$ cat src/rtl/vdiv_lane_sequencer.sv
// Shares one scalar vdiv divider across the lanes of a vector divide:
// issues active lanes in ascending order, reassembles quotients and NaN flags.
module vdiv_lane_sequencer #(
    parameter  int EXP_WIDTH  = 8,
    parameter  int MANT_WIDTH = 7,
    parameter  int LANES      = 4,
    localparam int WIDTH      = EXP_WIDTH + MANT_WIDTH + 1
) (
    input  logic                   CLK,
    input  logic                   nRST,
    input  logic                   req_valid,
    output logic                   req_ready,
    input  logic [LANES*WIDTH-1:0] req_a,
    input  logic [LANES*WIDTH-1:0] req_b,
    input  logic [LANES-1:0]       req_mask,
    output logic                   rsp_valid,
    input  logic                   rsp_ready,
    output logic [LANES*WIDTH-1:0] rsp_result,
    output logic [LANES-1:0]       rsp_nan,
    output logic                   busy,
    output logic                   div_valid_in,
    input  logic                   div_ready_in,
    output logic [WIDTH-1:0]       div_operand1,
    output logic [WIDTH-1:0]       div_operand2,
    input  logic                   div_valid_out,
    output logic                   div_ready_out,
    input  logic [WIDTH-1:0]       div_result
);

    localparam int IDX_W = (LANES > 1) ? $clog2(LANES) : 1;

    typedef enum logic [1:0] {
        ST_IDLE  = 2'd0,
        ST_ISSUE = 2'd1,
        ST_WAIT  = 2'd2,
        ST_DONE  = 2'd3
    } state_t;

    function automatic logic is_nan(input logic [EXP_WIDTH-1:0] e, input logic [MANT_WIDTH-1:0] m);
        return (&e) && (|m);
    endfunction

    // {found, index} of the lowest set mask bit at or above 'from'
    function automatic logic [IDX_W:0] next_lane(input logic [LANES-1:0] m, input int from);
        logic [IDX_W:0] r;
        r = '0;
        for (int i = LANES - 1; i >= 0; i--) begin
            if (m[i] && (i >= from)) begin
                r = {1'b1, IDX_W'(i)};
            end
        end
        return r;
    endfunction

    state_t                 state_r, state_s;
    logic [IDX_W-1:0]       idx_r, idx_s;
    logic [LANES*WIDTH-1:0] a_r, a_s, b_r, b_s, result_r, result_s;
    logic [LANES-1:0]       mask_r, mask_s, nan_r, nan_s;
    logic [IDX_W:0]         lane_s;
    logic                   req_ready_r, rsp_valid_r, busy_r, div_valid_in_r, div_ready_out_r;
    logic                   req_ready_s, rsp_valid_s, busy_s, div_valid_in_s, div_ready_out_s;
    logic [WIDTH-1:0]       op1_r, op2_r, op1_s, op2_s;

    // State, datapath and registered-output flops
    always_ff @(posedge CLK or negedge nRST) begin
        if (!nRST) begin
            state_r         <= ST_IDLE;
            idx_r           <= '0;
            a_r             <= '0;
            b_r             <= '0;
            mask_r          <= '0;
            result_r        <= '0;
            nan_r           <= '0;
            req_ready_r     <= 1'b0;
            rsp_valid_r     <= 1'b0;
            busy_r          <= 1'b0;
            div_valid_in_r  <= 1'b0;
            div_ready_out_r <= 1'b0;
            op1_r           <= '0;
            op2_r           <= '0;
        end else begin
            state_r         <= state_s;
            idx_r           <= idx_s;
            a_r             <= a_s;
            b_r             <= b_s;
            mask_r          <= mask_s;
            result_r        <= result_s;
            nan_r           <= nan_s;
            req_ready_r     <= req_ready_s;
            rsp_valid_r     <= rsp_valid_s;
            busy_r          <= busy_s;
            div_valid_in_r  <= div_valid_in_s;
            div_ready_out_r <= div_ready_out_s;
            op1_r           <= op1_s;
            op2_r           <= op2_s;
        end
    end

    // Next-state and datapath update
    always_comb begin
        state_s  = state_r;
        idx_s    = idx_r;
        a_s      = a_r;
        b_s      = b_r;
        mask_s   = mask_r;
        result_s = result_r;
        nan_s    = nan_r;
        lane_s   = '0;
        case (state_r)
            ST_IDLE: begin
                if (req_valid && req_ready_r) begin
                    a_s      = req_a;
                    b_s      = req_b;
                    mask_s   = req_mask;
                    result_s = req_a;
                    nan_s    = '0;
                    lane_s   = next_lane(req_mask, 0);
                    idx_s    = lane_s[IDX_W-1:0];
                    if (lane_s[IDX_W]) begin
                        state_s = ST_ISSUE;
                    end else begin
                        state_s = ST_DONE;
                    end
                end else begin
                    state_s = ST_IDLE;
                end
            end
            ST_ISSUE: begin
                if (div_valid_in_r && div_ready_in) begin
                    state_s = ST_WAIT;
                end else begin
                    state_s = ST_ISSUE;
                end
            end
            ST_WAIT: begin
                if (div_valid_out && div_ready_out_r) begin
                    result_s[int'(idx_r)*WIDTH +: WIDTH] = div_result;
                    nan_s[idx_r] = is_nan(div_result[WIDTH-2 -: EXP_WIDTH], div_result[MANT_WIDTH-1:0]);
                    lane_s = next_lane(mask_r, int'(idx_r) + 1);
                    if (lane_s[IDX_W]) begin
                        idx_s   = lane_s[IDX_W-1:0];
                        state_s = ST_ISSUE;
                    end else begin
                        state_s = ST_DONE;
                    end
                end else begin
                    state_s = ST_WAIT;
                end
            end
            ST_DONE: begin
                if (rsp_valid_r && rsp_ready) begin
                    state_s = ST_IDLE;
                end else begin
                    state_s = ST_DONE;
                end
            end
            default: begin
                state_s = ST_IDLE;
            end
        endcase
    end

    // Output values are derived from the next state so the flops track the state exactly
    always_comb begin
        req_ready_s     = (state_s == ST_IDLE);
        rsp_valid_s     = (state_s == ST_DONE);
        busy_s          = (state_s != ST_IDLE);
        div_valid_in_s  = (state_s == ST_ISSUE);
        div_ready_out_s = (state_s == ST_WAIT);
        op1_s           = a_s[int'(idx_s)*WIDTH +: WIDTH];
        op2_s           = b_s[int'(idx_s)*WIDTH +: WIDTH];
    end

    assign req_ready     = req_ready_r;
    assign rsp_valid     = rsp_valid_r;
    assign busy          = busy_r;
    assign div_valid_in  = div_valid_in_r;
    assign div_ready_out = div_ready_out_r;
    assign div_operand1  = op1_r;
    assign div_operand2  = op2_r;
    assign rsp_result    = result_r;
    assign rsp_nan       = nan_r;

endmodule
$ cat config.mk
export PLATFORM = sky130hd
export DESIGN_NAME = vdiv_lane_sequencer
export DESIGN_NICKNAME = d
export VERILOG_FILES = /design/src/rtl/vdiv_lane_sequencer.sv
export SDC_FILE = /design/constraint.sdc
export NUM_CORES = 1
export LEC_CHECK = 0
export ABC_AREA = 0
export BUFFER_PORTS_ARGS = -buffer_cell sky130_fd_sc_hd__buf_2
export CORE_ASPECT_RATIO = 1.4
export CORE_UTILIZATION = 30
export DETAILED_ROUTE_END_ITERATION = 16
export PLACE_DENSITY = 0.61
export SKIP_CTS_REPAIR_TIMING = 1
export SYNTH_ARGS = -nofsm -noshare
export SYNTH_HDL_FRONTEND = slang
export SYNTH_SLANG_ARGS = --single-unit
$ cat constraint.sdc
create_clock -name CLK -period 5.2 [get_ports CLK]
set_clock_uncertainty 0.15 [all_clocks]
set_input_delay 0.52 -clock CLK [delete_from_list [all_inputs] [get_ports CLK]]
set_output_delay 0.52 -clock CLK [all_outputs]
set_load 0.01 [all_outputs]
# --- Word-level counts from Yosys, hierarchy flattened ---
# Index checks and enable logic that the tools add are counted.
word_totals:
  output_inout_bits: 105
  word_cells: 89
  reg_bits: 241
  input_bits: 154
op_classes:
  n_eq_ne: 8
  n_reduce_logical: 18
  magnitude_cmp: 6
  mux: 37
  n_addsub: 2
  n_shift: 4
op_table:
  columns: ["op", "n"]
  rows:
  - ["64-bit two-way mux", 6]
  - ["64-bit one-hot mux with 2 select lines", 1]
  - ["64-bit by 7-bit variable part select with 16-bit output", 2]
  - ["64-bit bitwise mux", 1]
  - ["16-bit by 33-bit variable shift with 64-bit output (first input constant)", 1]
  - ["16-bit by 33-bit variable part select with 64-bit output", 1]
  - ["3-bit two-way mux", 12]
  - ["6-bit negator with 33-bit output", 1]
  - ["2-bit two-way mux", 9]
  - ["1-bit logical AND", 10]
  - ["2-bit == test (second input constant)", 4]
  - ["4-bit two-way mux", 2]
  - ["2-bit one-hot mux with 4 select lines", 1]
  - ["4-bit one-hot mux with 2 select lines", 1]
  - ["8-bit AND reduction", 1]
  - ["7-bit OR reduction", 1]
  - ["1-bit by 3-bit >= comparator with 1-bit output (first input constant)", 2]
  - ["2-bit by 3-bit >= comparator with 1-bit output (first input constant)", 2]
  - ["4-bit bitwise mux", 1]
  - ["2-bit by 1-bit == test with 1-bit output (second input constant)", 2]
  - ["2-bit zero test", 2]
  - ["2-bit != test (second input constant)", 2]
  - ["2-bit one-hot mux with 2 select lines", 1]
  - ["2-bit nonzero test", 2]
  - ["other kinds (7)", 7]

# --- Longest topological paths before layout ---
depth:
  depth_word: 13
  mapped_depth: 10
  mapped_depth_nobuf: 9

# --- Least setup slack after synthesis ---
# Ideal clock, no wire load.
synth_path:
  path_kind: "register -> register"
  start: "register idx_r[0]"
  end: "register op1_r[10], in the netlist div_operand1[10]"
  synth_period_minus_slack_ns: 2.293
  required_time_ns: 4.971
  path_stages_with_launch: 10
  path_buffers: 1
  path_slack_ns: 2.907
  arrival_time_ns: 2.063
  setup_ns: 0.079
  path_cell_list: "dfrtp_1 -> inv_1 -> ha_1 -> and2_1 -> o21ai_2 -> a41o_1 -> a21oi_2 -> o21ai_4 -> buf_4 -> mux2i_1"
synth_via:
  elab_chain_cells: 13
  word_cells_on_any_way: 20
  cone_classes: "add/sub: 1; order compare: 4; shift: 1; mux: 10; reduce/logical: 4"
synth_lines:
  columns: ["element", "line", "text"]
  rows:
  - ["start, declared", "56", "logic [IDX_W-1:0] idx_r, idx_s;"]
  - ["start signal, assigned", "83", "idx_r <= idx_s;"]
  - ["2-bit by 1-bit adder with 3-bit output", "139", "lane_s = next_lane(mask_r, int'(idx_r) + 1);"]
  - ["2-bit by 3-bit >= comparator with 1-bit output", "48", "if (m[i] && (i >= from)) begin"]
  - ["1-bit logical AND", "48", null]
  - ["3-bit two-way mux (4 in a row)", "48", null]
  - ["3-bit two-way mux", "136", "if (div_valid_out && div_ready_out_r) begin"]
  - ["3-bit two-way mux", "109", "case (state_r)"]
  - ["2-bit two-way mux", "140", "if (lane_s[IDX_W]) begin"]
  - ["2-bit two-way mux", "136", null]
  - ["2-bit one-hot mux with 2 select lines *", "109", null]
  - ["64-bit by 7-bit variable part select with 16-bit output *", "170", "op1_s = a_s[int'(idx_s)*WIDTH +: WIDTH];"]
  - ["net op1_s[10]", "62", "logic [WIDTH-1:0] op1_r, op2_r, op1_s, op2_s;"]
  - ["end signal, assigned", "94", "op1_r <= op1_s;"]
  - ["end, declared", "62", null]
# The timed path passes the listed nets; every way through them passes the cells marked *. The select of a mux whose other input is x is not followed.
# A chain may end at the register's enable or synchronous reset.

# --- Final worst setup path ---
layout_path:
  start: "register idx_r[0]"
  end: "register op1_r[11], in the netlist div_operand1[11]"
# The elaborated chain is that of the path after synthesis.

==> results.yml <==
die:
  initial_core_util_pct: 30.5
  ios: 259
  fp.dieW_microns: 159
  fp.dieH_microns: 222
  core.rowCount: 80
  coreArea_sq_um: 34000
  die-area_sq_um: 35300
clock_tree:
  htree_levels: 1
  numClockSinks: 241
  cts_tree: "done"
  clk-insertion-delay-late_ns: 0.54
  clock_path_buffers: 3
  cts_root_buf: "clkbuf_16"
  cts.clk_slew.worst_paths_ns: 0.06
  cts_buffers: 25
setup_path:
  cp.required_ns: 5.45
  r2r_cells: 8
  critPathArrivalTime_ns: 3.73
  worstPathCellList: "inv_1 > ha_1 > o21ai_1 > a211o_1 > a31o_4 > buf_4 > mux2i_1 > mux2i_1"
  crit_top_cell: "mux2i_1"
  worstSetupStartpointType: "flop"
  crit_type: "flop to flop"
  worstPathMaxFanout: 47
  cp_slowest_cell: "a31o_4"
  end_kind: "flop"
  cpPeakStageDelay_ns: 0.82
global_routing:
  grt_usage_pct: 16.4
  antenna_found_initial: 9
  grt_pass1_wl_microns: 44600
  grt_pass1_vias: 7606
  overflow: 0
  grt_start_max_net_pins: 129
sta:
  setup_viol: 0
  hold_violations: 0
  relSlewSlack_pct: 31.6
  fin_crit_ns: 3.48
  clock.fmax_ghz: 0.287
  tightest_slew_ns: 1.02
  report.final.slew_viol_count: 0
  fin_setup_tns_ns: 0
  fin_crit_sh_pct: 67.0
  rsz0062_at_grt: "false"
cells_and_area:
  area_delta_synth_final_pct: 24.4
  nets: 1200
  drive_gt1_share_pct: 43.0
  layout.cells.non_filler: 1509
  fin_util_pct: 37.9
detailed_routing:
  wl_met2_microns: 14600
  viasPerCell: 4.79
  wl_microns: 29200
  ant_nets: 0
  vias: 7232
  routed.top_layer: "met5"
  wire_per_inst_microns: 19.3
  detail_route.first_pass.iterations: 4
  met1Wirelength_microns: 11500
  dr_wl_met3_microns: 1920
  drc: 0
  drtIter0Drc: 341
flow_run:
  drv_cap: 0
yosys:
  ys.flop_type: "dfrtp_1"
  synth_area_leader_cell: "dfrtp_1"
  synth_cells: 796
  synthTopCellsByCount: "dfrtp_1 (241), mux2_2 (132), mux2i_1 (96)"
  synth_area_sq_um: 10400
  yosys-top-cells-area: "dfrtp_1 (58%), mux2_2 (14%), mux2i_1 (9.3%)"
  synth-edff-count: 0
  yosys_warnings: 0
  synth_seq_area_share_pct: 58.2
  synth_area_per_cell_sq_um: 13.0
  ys_seq_elements: 241
  syn_nets: 957
  synth_top_area_share_pct: 58.2
  synthDistinctLibCells: 44
  yosys.cell_count.top_type: "dfrtp_1"
  synthArstFlopShare_pct: 100
placement:
  post-dp-hpwl_microns: 20700
  port_buffers: 258
  gp_congestion: 0.807
  place_inst: 1462
hold_path:
  hold_depth: 2
  min_path_type: "input pin to flop"
power_and_ir_drop:
  p_leak_nw: 6.29
  vdd_drop_max_mv: 0.269
  p_per_area_nw_per_um2: 631
  fin_total_pwr_w: 0.00814
outcome:
  outcome: "completed"
==> worst paths after layout <==
| kind | from | end | slack [ns] |
|---|---|---|---|
| min in group asynchronous | nRST | b_r[9]$_DFF_PN0_ | 0.45 |
| worst max-delay path | idx_r[0]$_DFF_PN0_ | div_operand1[11]$_DFF_PN0_ | 1.72 |
| max in group asynchronous | nRST | b_r[26]$_DFF_PN0_ | 3.38 |
| worst min register to register | rsp_result[37]$_DFFE_PN0P_ | rsp_result[37]$_DFFE_PN0P_ | 0.33 |
| worst min-delay path | req_b[1] | b_r[1]$_DFF_PN0_ | 0.08 |
| worst max register to register | idx_r[0]$_DFF_PN0_ | div_operand1[11]$_DFF_PN0_ | 1.72 |
==> flip-flops by register name (all words and copies together) (netlist names), 2 cells and up <==
register / flops
a_r: 64
b_r: 64
rsp_result: 64
div_operand1: 16
div_operand2: 16
mask_r: 4
rsp_nan: 4
idx_r: 2
state_r: 2
==> where the power goes <==
part	leakage (nW)	internal, W	switching [W]
clock network	0.392	0.00105	0.000730
logic	3.00	0.00150	0.00172
registers	2.90	0.00280	0.000340
total	6.29	0.00535	0.00279
==> critical path, delay by kind of cell (launching register included) <==
family | cells | cell delay, ns
compound gates | 3 | 1.26
buf+inv | 2 | 0.65
flops | 1 | 0.62
mux | 2 | 0.34
fa+ha+maj | 1 | 0.28
==> routing by layer <==
metal | track usage, % | vias to the layer above
li1 | - | 3351
met1 | 19.0 | 3589
met5 | 0 | -
met4 | 7.41 | 10
met2 | 28.4 | 209
met3 | 4.21 | 73
==> through the flow <==
step	instance area (sq um)	setup WS [ns]	hold WS, ns
after floorplan	10400	2.91	0.0744
after global placement	12100	1.80	0.307
after detailed placement	12100	1.68	0.319
after CTS	12900	1.70	-0.123
after global routing	12900	1.52	0.0540
final	12900	1.72	0.0761
==> area by class of cell <==
| type | instances | area, sq um |
|---|---|---|
| clock inverters | 6 | 86.3 |
| flip-flops and latches | 241 | 6030 |
| fillers | 3359 | 21100 |
| repair buffers | 269 | 1400 |
| clock buffers | 36 | 717 |
| well taps | 451 | 564 |
| inverters | 10 | 37.5 |
| diodes | 4 | 10.0 |
| multi-input cells | 492 | 4050 |
==> kinds of logic after synthesis <==
| logic type | count (synthesis) | share of synthesized area [%] |
|---|---|---|
| AOI/OAI and AO/OA | 152 | 9.57 |
| buffers and inverters | 63 | 3.22 |
| DFF | 241 | 58.2 |
| muxes | 228 | 23.6 |
| adders and majority gates | 7 | 0.845 |
| and+or+nand+nor | 105 | 4.56 |
==> cells in the final DEF (no fill, tap or decap), drive strengths merged, types with 2 or more instances in the layout <==
cell and n:
nand2 42, and2 2, o211ai 2, dfrtp 241, inv 11, o21a 2, o21ai 38, clkinv 2
nand3 3, diode 4, and4 2, nor2b 2, nand2b 3, a211oi 2, bufinv 2, nor3 5
nor2 38, clkbuf 36, mux2 132, a22o 2, ha 7, a22oi 64, a21oi 37, buf 268
mux2i 96, nand4 2
(Power assumes the default switching activity.)
